==> config.mk <==
export PLATFORM = sky130hd
export DESIGN_NAME = mem_ctrl
export DESIGN_NICKNAME = d
export VERILOG_FILES = /design/src/rtl/mem_ctrl.sv
export SDC_FILE = /design/constraint.sdc
export NUM_CORES = 1
export LEC_CHECK = 0
export ABC_AREA = 1
export BUFFER_PORTS_ARGS = -buffer_cell sky130_fd_sc_hd__buf_2
export CORE_MARGIN = 3
export CORE_UTILIZATION = 55
export CTS_BUF_LIST = sky130_fd_sc_hd__clkbuf_2 sky130_fd_sc_hd__clkbuf_4 sky130_fd_sc_hd__clkbuf_8
export DETAILED_ROUTE_END_ITERATION = 10
export PLACE_DENSITY_LB_ADDON = 0.1
export SLEW_MARGIN = 20
export SYNTH_ARGS = -nofsm -noshare
export SYNTH_HDL_FRONTEND = slang
export SYNTH_SLANG_ARGS = --single-unit
export TNS_END_PERCENT = 100
==> constraint.sdc <==
create_clock -name clk -period 1.9 [get_ports clk]
set_input_delay 0.19 -clock clk [delete_from_list [all_inputs] [get_ports clk]]
set_output_delay 0.19 -clock clk [all_outputs]
set_load 0.03 [all_outputs]
==> src/rtl/mem_ctrl.sv <==
// mem_ctrl: single-port byte-wide RAM arbiter serialising IF fetches and MEM loads/stores.
// Optional macro MEM_CTRL_IF_ABORT_EN lets a MEM request abort an in-flight fetch.
module mem_ctrl #(
  parameter int ADDR_W = 32,
  parameter int DATA_W = 32
) (
  input  logic              clk,
  input  logic              rst,
  input  logic              if_req,
  input  logic [ADDR_W-1:0] if_addr,
  output logic [DATA_W-1:0] if_data,
  output logic              if_done,
  input  logic              mem_req,
  input  logic              mem_we,
  input  logic [1:0]        mem_len,
  input  logic [ADDR_W-1:0] mem_addr,
  input  logic [DATA_W-1:0] mem_wdata,
  output logic [DATA_W-1:0] mem_rdata,
  output logic              mem_done,
  output logic [ADDR_W-1:0] ram_a,
  output logic [7:0]        ram_dout,
  output logic              ram_wr,
  input  logic [7:0]        ram_din,
  output logic              stallreq_if,
  output logic              stallreq_mem
);

  typedef enum logic [2:0] {IDLE, IF_RD, MEM_RD, MEM_WR, DONE} state_t;

  state_t            state;
  logic [1:0]        cnt;
  logic [1:0]        last;
  logic [1:0]        mem_last;
  logic [DATA_W-1:0] wdata;
  logic [DATA_W-1:0] rbuf;
  logic [DATA_W-1:0] rbuf_next;
  logic [7:0]        wbyte_next;
  logic              accept_mem;

  // last is the index of the final byte: 0, 1 or 3 (len 10 behaves as a word)
  assign mem_last = (mem_len == 2'b00) ? 2'd0 :
                    (mem_len == 2'b01) ? 2'd1 : 2'd3;

`ifdef MEM_CTRL_IF_ABORT_EN
  assign accept_mem = mem_req && (state == IDLE || state == IF_RD);
`else
  assign accept_mem = mem_req && (state == IDLE);
`endif

  assign stallreq_if  = if_req & ~if_done;
  assign stallreq_mem = mem_req & ~mem_done;

  always_comb begin
    rbuf_next = rbuf;
    case (cnt)
      2'd0: rbuf_next[7:0]   = ram_din;
      2'd1: rbuf_next[15:8]  = ram_din;
      2'd2: rbuf_next[23:16] = ram_din;
      default: rbuf_next[31:24] = ram_din;
    endcase
  end

  // byte to present after the current one completes
  always_comb begin
    case (cnt)
      2'd0: wbyte_next = wdata[15:8];
      2'd1: wbyte_next = wdata[23:16];
      2'd2: wbyte_next = wdata[31:24];
      default: wbyte_next = wdata[7:0];
    endcase
  end

  always_ff @(posedge clk) begin
    if (rst) begin
      state     <= IDLE;
      cnt       <= '0;
      last      <= '0;
      wdata     <= '0;
      rbuf      <= '0;
      ram_a     <= '0;
      ram_dout  <= '0;
      ram_wr    <= 1'b0;
      if_data   <= '0;
      mem_rdata <= '0;
      if_done   <= 1'b0;
      mem_done  <= 1'b0;
    end else begin
      if_done  <= 1'b0;
      mem_done <= 1'b0;
      if (accept_mem) begin
        cnt      <= '0;
        last     <= mem_last;
        wdata    <= mem_wdata;
        rbuf     <= '0;
        ram_a    <= mem_addr;
        ram_dout <= mem_wdata[7:0];
        ram_wr   <= mem_we;
        state    <= mem_we ? MEM_WR : MEM_RD;
      end else begin
        case (state)
          IDLE: begin
            if (if_req) begin
              cnt   <= '0;
              last  <= 2'd3;
              rbuf  <= '0;
              ram_a <= if_addr;
              state <= IF_RD;
            end
          end
          IF_RD, MEM_RD: begin
            rbuf <= rbuf_next;
            if (cnt == last) begin
              if (state == IF_RD) begin
                if_data <= rbuf_next;
                if_done <= 1'b1;
              end else begin
                mem_rdata <= rbuf_next;
                mem_done  <= 1'b1;
              end
              state <= DONE;
            end else begin
              cnt   <= cnt + 2'd1;
              ram_a <= ram_a + ADDR_W'(1);
            end
          end
          MEM_WR: begin
            if (cnt == last) begin
              ram_wr   <= 1'b0;
              mem_done <= 1'b1;
              state    <= DONE;
            end else begin
              cnt      <= cnt + 2'd1;
              ram_a    <= ram_a + ADDR_W'(1);
              ram_dout <= wbyte_next;
            end
          end
          DONE:    state <= IDLE;
          default: state <= IDLE;
        endcase
      end
    end
  end

endmodule

==> results of run 1 <==
-- critical path, stage by stage, from the launching register on --
cell and delay [ps]:
dfxtp_1 450, xnor2_1 150, nand2_1 140, nand2_1 170, nand2_1 320, o21ai_0 330
a31oi_1 80
-- cells in the final DEF, fill, tap and decap left out, drive strengths merged, types with 3 or more instances in the layout --
cell,n
a21oi,142
a22o,19
a31oi,9
a32oi,3
buf,248
clkbuf,18
clkinv,4
dfxtp,178
dlygate4sd3,33
ha,5
inv,110
mux2,8
nand2,437
nand3,87
nor2,119
nor3,3
o211ai,8
o21ai,61
o21bai,5
xnor2,6
-- how the worst max path moves through the flow --
| stage | from | slack [ps] | end | cells after the start |
|---|---|---|---|---|
| after detailed placement | ram_a[0] | 80 | ram_a[24] | 11 |
| after global routing | ram_a[2] | 3 | ram_a[23] | 10 |
| final | cnt[0] | 130 | ram_dout[1] | 6 |
| after CTS | ram_a[0] | 10 | ram_a[24] | 11 |
| after global placement | ram_a[0] | 160 | ram_a[24] | 10 |
| after floorplan | ram_a[1] | 120 | ram_a[20] | 10 |
-- logic make-up after synthesis --
logic type / after synthesis / synth area share, %
and+or+nand+nor: 649 / 30.4
AOI/OAI and AO/OA: 254 / 16.7
buffers and inverters: 178 / 8.54
DFF: 178 / 41.8
xor gates and xnor gates: 8 / 0.822
muxes: 8 / 1.06
adders and majority gates: 5 / 0.734
-- sequential cells by signal, summed over array words and instances (netlist names) --
register / cells
cnt: 2
if_data: 32
if_done: 1
last: 2
mem_done: 1
mem_rdata: 32
ram_a: 32
ram_dout: 8
ram_wr: 1
rbuf: 32
state: 3
wdata: 32
-- repair_timing --
item,4_1_cts,5_1_grt
hold endpoints to repair,39,0
setup endpoints to repair,0,45
hold buffers,33,0
gates resized for setup,0,14
-- final cells by class --
| type | instances | share of cell area (%) |
|---|---|---|
| multi-input cells | 924 | 40.4 |
| well taps | 184 | 2.17 |
| flip-flops and latches | 178 | 33.6 |
| inverters | 105 | 3.74 |
| clock buffers | 18 | 2.28 |
| clock inverters | 13 | 1.40 |
| repair buffers | 281 | 16.5 |
-- power by group through the flow --
stage               clock network, mW  registers [mW]  logic [mW]
finish                           2.65            5.23        7.94
global route                     2.83            5.33        8.70
CTS                              2.67            5.21        7.86
detailed placement                  0            5.28        7.76
global placement                    0            5.27        7.67
floorplan                           0            6.25        4.48
-- routing by layer --
| metal | GRT usage, % | up-vias | part of all wire, % |
|---|---|---|---|
| li1 | - | 4562 | - |
| met1 | 37.0 | 4154 | 42 |
| met4 | 12.4 | 0 | 2.8 |
| met2 | 50.0 | 415 | 48 |
| met5 | 0 | - | 0 |
| met3 | 4.72 | 58 | 7.2 |
-- stage by stage --
stage / hold WS, ps / total power [mW] / instances
after floorplan: 300 / 10.7 / 1280
after global placement: 412 / 12.9 / 1639
after detailed placement: 413 / 13.0 / 1639
after CTS: 31.8 / 15.7 / 1703
after global routing: 54.3 / 16.9 / 1703
final: 37.8 / 15.8 / 1703
==> reports/metrics.yaml, run 1 <==
clock_tree:
  cts_buffer_depth: 2
  cts_buffers: 17
  clock_sinks: 178
  htree_levels: 4
  cts_root_buf: "clkbuf_8"
  clock_latency_ps: 480
  cts_setup_buffers: 0
  clk_pin_slew_ps: 90
  cts_tree: "built"
sta:
  slew_violations: 0
  period_needed_ps: 1770
  max_freq_mhz: 566
  rsz0062_at_grt: "no"
  postLayoutSetupSlackWorst_ps: 132
  relSlewSlack_pct: 68.9
  fin_skew_ps: 9.59
  report.final.hold_viol_count: 0
  fin_crit_sh_pct: 93.1
  final.setup.tns_ps: 0
  tightest_slew_ps: 465
  setup_viol_count_final: 0
hold_path:
  min_to: "last[0]"
  whs_path_depth: 3
  min_from: "mem_len[0]"
  hold_path_class: "in2reg"
setup_path:
  rrSetupSlack_ps: 130
  crit_path_end_kind: "flip-flop"
  start_kind: "flip-flop"
  r2r-end: "ram_dout[1]"
  crit_type: "reg2reg"
  r2r_start: "cnt[0]"
  critical_path_peak_fanout: 11
  crit_required_ps: 2240
  rr_worst_depth: 6
  worstPathArrival_ps: 2110
layout:
  n_antenna_cell: 0
  final_util_pct: 71.4
  areaGrowthSynthToFinish_pct: 24.4
  postLayoutCellArea_mm2: 0.0106
  drive_gt1_share_pct: 20.7
  ff_latch_area_mm2: 0.00356
  finish.net_count: 1623
  fillers: 1299
  multiInputGateArea_mm2: 0.00428
power_and_ir_drop:
  p_sw_mw: 7.51
  swShare_pct: 47.5
  vdd_drop_max_uv: 816
  p_comb_share_pct: 50.2
  p_leak_nw: 4.78
  p_int_mw: 8.31
  seq_power_share_pct: 33.1
  power.density_mw_per_mm2: 1490
  clock_power_share_pct: 16.8
floorplan:
  core_area_mm2: 0.0149
  fp.dieArea_mm2: 0.0170
  initial_core_util_pct: 57.4
  fp.dieW_um: 131
  num_rows: 44
  io_pins: 220
  fp.dieH_um: 131
placed_design:
  routabilityCongestion: 0.919
  dpl_cell_area_mm2: 0.00985
  place_ws_ps: 80.7
  dp_hpwl_um: 17200
  io_buffers: 219
flow_run:
  maxCapViolCount: 0
synthesis:
  yosysMostFrequentCell: "nand2_1"
  synthArstFlopShare_pct: 0
  avgSynthCellArea_um2: 6.66
  syn-num-nets: 1396
  synth_common_cells: "436 x nand2_1, 178 x dfxtp_1, 141 x a21oi_1, 115 x nor2_1, 100 x inv_1"
  synth_cells: 1280
  netlist.top_cell.by_area: "dfxtp_1"
  yosysTopAreaCellShare_pct: 41.8
  yosysWarnings: 0
  synth.distinct_cells: 37
  synth-seq-cells: 178
  synthFlopType: "dfxtp_1"
  synthTopCellsByArea: "dfxtp_1 42%, nand2_1 19%, a21oi_1 8.3%"
  synth_edf_count: 0
  seq_area_frac_synth_pct: 41.8
  synth_area_mm2: 0.00853
global_routing:
  grtUsageTotal_pct: 29.4
  grt_pass1_wl_um: 40000
  overflow: 0
  grt_max_degree: 74
  first_global_vias: 8278
  antenna_found_initial: 0
route:
  drt-initial-drc-count: 816
  antenna_left: 0
  num_vias: 9189
  via_per_inst: 5.40
  drt-wirelength-per-cell_um: 15.1
  drt-pass1-iter-count: 5
  drc: 0
  wl_um: 25700
outcome:
  status: "complete, no violations"
Note: power is estimated with default switching activity, not from simulation.
==> inputs of run 2 (changes only) <==
--- a/config.mk
+++ b/config.mk
@@ -9,7 +9,7 @@
 export BUFFER_PORTS_ARGS = -buffer_cell sky130_fd_sc_hd__buf_2
 export CORE_MARGIN = 3
 export CORE_UTILIZATION = 55
-export CTS_BUF_LIST = sky130_fd_sc_hd__clkbuf_2 sky130_fd_sc_hd__clkbuf_4 sky130_fd_sc_hd__clkbuf_8
+export CTS_BUF_LIST = sky130_fd_sc_hd__clkbuf_4 sky130_fd_sc_hd__clkbuf_8
 export DETAILED_ROUTE_END_ITERATION = 10
 export PLACE_DENSITY_LB_ADDON = 0.1
 export SLEW_MARGIN = 20
==> constraint.sdc (replaced) <==
create_clock -name clk -period 1.7 [get_ports clk]
set_input_delay 0.17 -clock clk [delete_from_list [all_inputs] [get_ports clk]]
set_output_delay 0.17 -clock clk [all_outputs]
set_load 0.03 [all_outputs]
==> run 2 against run 1 <==
Effect of this change:
- design area increased by 2.5%
- power increased by 16%
- setup slack got worse by 42 ps
- non-clock buffer count increased by 18
- via count decreased by 0.16%
- register-to-register slack got worse by 40 ps
- global-route usage about the same
- count of clock-buffer cells in the layout increased by 3
- die area unchanged
- sequential share of layout area decreased by 0.68 points
- combinational power increased by 19%
- clock skew increased by 2.3 ps
==> reports/metrics.yaml, run 2 (synthesis gave the netlist of run 1 again) <==
outcome:
  status: "complete, no violations"
global_routing:
  first_global_vias: 8301  # +0.28%
  overflow: 0  # unchanged
  grt_pass1_wl_um: 40300  # +0.72%
  grt_max_degree: 66  # -11%
  grtUsageTotal_pct: 29.4  # about the same
  antenna_found_initial: 1  # +1
setup_path:
  critical_path_peak_fanout: 5  # -6
  rrSetupSlack_ps: 90  # -40 ps
  worstPathArrival_ps: 1990  # -120 ps
  crit_required_ps: 2080  # -160 ps
  rr_worst_depth: 12  # +6
  r2r_start: "ram_a[0]"
  crit_type: "reg2reg"
  crit_path_end_kind: "flip-flop"
  r2r-end: "ram_a[30]"
  start_kind: "flip-flop"
layout:
  final_util_pct: 73.2  # +1.8 points
  mostFrequentLayoutCells: "430 x nand2_1, 219 x buf_2, 165 x dfxtp_1"
  finish.net_count: 1641  # +1.1%
  areaGrowthSynthToFinish_pct: 27.6
  drive_gt1_share_pct: 23.0  # +2.3 points
  layout.cells.non_filler: 1722  # +1.1%
  final_common_cell: "nand2_1"
  n_antenna_cell: 0  # unchanged
power_and_ir_drop:
  p_sw_mw: 8.59  # +14%
  vdd_drop_max_uv: 933  # +14%
  clock_power_share_pct: 16.2  # -0.6 points
  p_leak_nw: 4.92  # +3.0%
  swShare_pct: 47.0  # -0.48 points
  power.density_mw_per_mm2: 1680  # +13%
  power_mw: 18.3  # +16%
  seq_power_share_pct: 32.1  # -1.0 points
  p_int_mw: 9.68  # +17%
  p_comb_share_pct: 51.7  # +1.5 points
hold_path:
  whs_path_depth: 2  # -1
  min_from: "rst"
  min_to: "wdata[7]"
  hold_path_class: "in2reg"
clock_tree:
  clk_pin_slew_ps: 100  # about the same
  clock_sinks: 178  # unchanged
  cts_buffers: 17  # unchanged
  cts_root_buf: "clkbuf_8"
  clock_latency_ps: 460  # -20 ps
  cts_tree: "built"
  htree_levels: 4  # unchanged
  cts_buffer_depth: 2  # unchanged
sta:
  relSlewSlack_pct: 63.5  # -5.4 points
  max_freq_mhz: 621  # +9.8%
  period_needed_ps: 1610  # -158 ps
  report.final.hold_viol_count: 0  # unchanged
  tightest_slew_ps: 547  # +82.3 ps
  whs_ps: 23.6  # -14.2 ps
  fin_skew_ps: 11.9  # +2.31 ps
  slew_violations: 0  # unchanged
  setup_viol_count_final: 0  # unchanged
  postLayoutSetupSlackWorst_ps: 90.2  # -41.8 ps
  fin_crit_sh_pct: 94.7  # +1.6 points
floorplan:
  initial_core_util_pct: 57.4  # unchanged
  fp.dieW_um: 131  # unchanged
  num_rows: 44  # unchanged
  fp.dieArea_mm2: 0.0170  # unchanged
  io_pins: 220  # unchanged
  core_area_mm2: 0.0149  # unchanged
  fp.dieH_um: 131  # unchanged
placed_design:
  placed_cells: 1654  # +0.92%
  io_buffers: 219  # unchanged
  dp_hpwl_um: 17300  # +1.0%
  routabilityCongestion: 0.934  # +1.7%
  place_ws_ps: 52.0  # -28.7 ps
flow_run:
  maxCapViolCount: 0  # unchanged
route:
  drc: 0  # unchanged
  wl_um: 26100  # +1.5%
  drt-wirelength-per-cell_um: 15.1  # +0.42%
  drt-pass1-iter-count: 7  # +2
  drt-initial-drc-count: 793  # -2.8%
  num_vias: 9174  # -0.16%
  antenna_left: 0  # unchanged
  via_per_inst: 5.33  # -1.3%
==> run 2: cell count changes in the layout (fill, tap and decap cells not counted), sizes merged <==
cell / before / now
bufinv: 2 / 1
clkbuf: 18 / 22
clkinv: 4 / 3
buf: 248 / 265
==> run 2: per-layer routing <==
metal | vias to the layer above | wire [um] | track usage (%)
met5 | - | 18 | 0
met4 | 2 | 527 | 8.95
met3 | 54 | 1930 | 6.34
met2 | 378 | 12600 | 49.9
met1 | 4142 | 11000 | 37.6
li1 | 4598 | - | -
==> run 2: power groups by stage <==
stage / combinational [mW] / sequential (mW) / clock (mW)
2_1_floorplan: 5.02 / 6.99 / 0
3_3_place_gp: 8.95 / 5.86 / 0
3_5_place_dp: 9.07 / 5.88 / 0
4_1_cts: 9.17 / 5.79 / 2.98
5_1_grt: 10.4 / 5.96 / 3.18
6_report: 9.45 / 5.86 / 2.97
==> run 2: area by class of cell <==
cell class	count	area, um2
clock inverter	11	116
fill	1230	3990
timing repair buffer	299	1940
clock buffer	21	283
inverter	105	397
multi-input combinational	924	4330
tap	184	230
sequential	178	3580
==> run 2: critical path: stages, from the launching register on <==
cell and delay (ps):
dfxtp_2 380, ha_4 140, nand2_2 70, nor2_4 190
nand2_2 110, nor2_2 110, buf_6 130, nand2_1 50
nand2_1 50, nand3_1 60, nand2_1 70, nand2_1 50
a21oi_1 110
==> run 2: worst max path at each step <==
stage	startpoint	to	slack, ps
finish	ram_a[0]	ram_a[30]	90
global route	ram_a[2]	ram_a[29]	-60
CTS	ram_a[2]	ram_a[19]	30
detailed placement	ram_a[2]	ram_a[19]	50
global placement	ram_a[0]	ram_a[10]	110
floorplan	ram_a[1]	ram_a[20]	50
==> run 2: what timing repair did <==
action                     in CTS  in global routing
buffers inserted                0                  2
hold endpoints to repair       40                  0
hold buffers                   33                  0
gates resized for setup         0                 37
setup endpoints to repair       0                100
==> run 2: per-stage QoR <==
step | setup TNS (ps) | instance area [um2]
floorplan | 0 | 8530
global placement | 0 | 10000
detailed placement | 0 | 10000
CTS | 0 | 10700
global route | -371 | 10900
finish | 0 | 10900
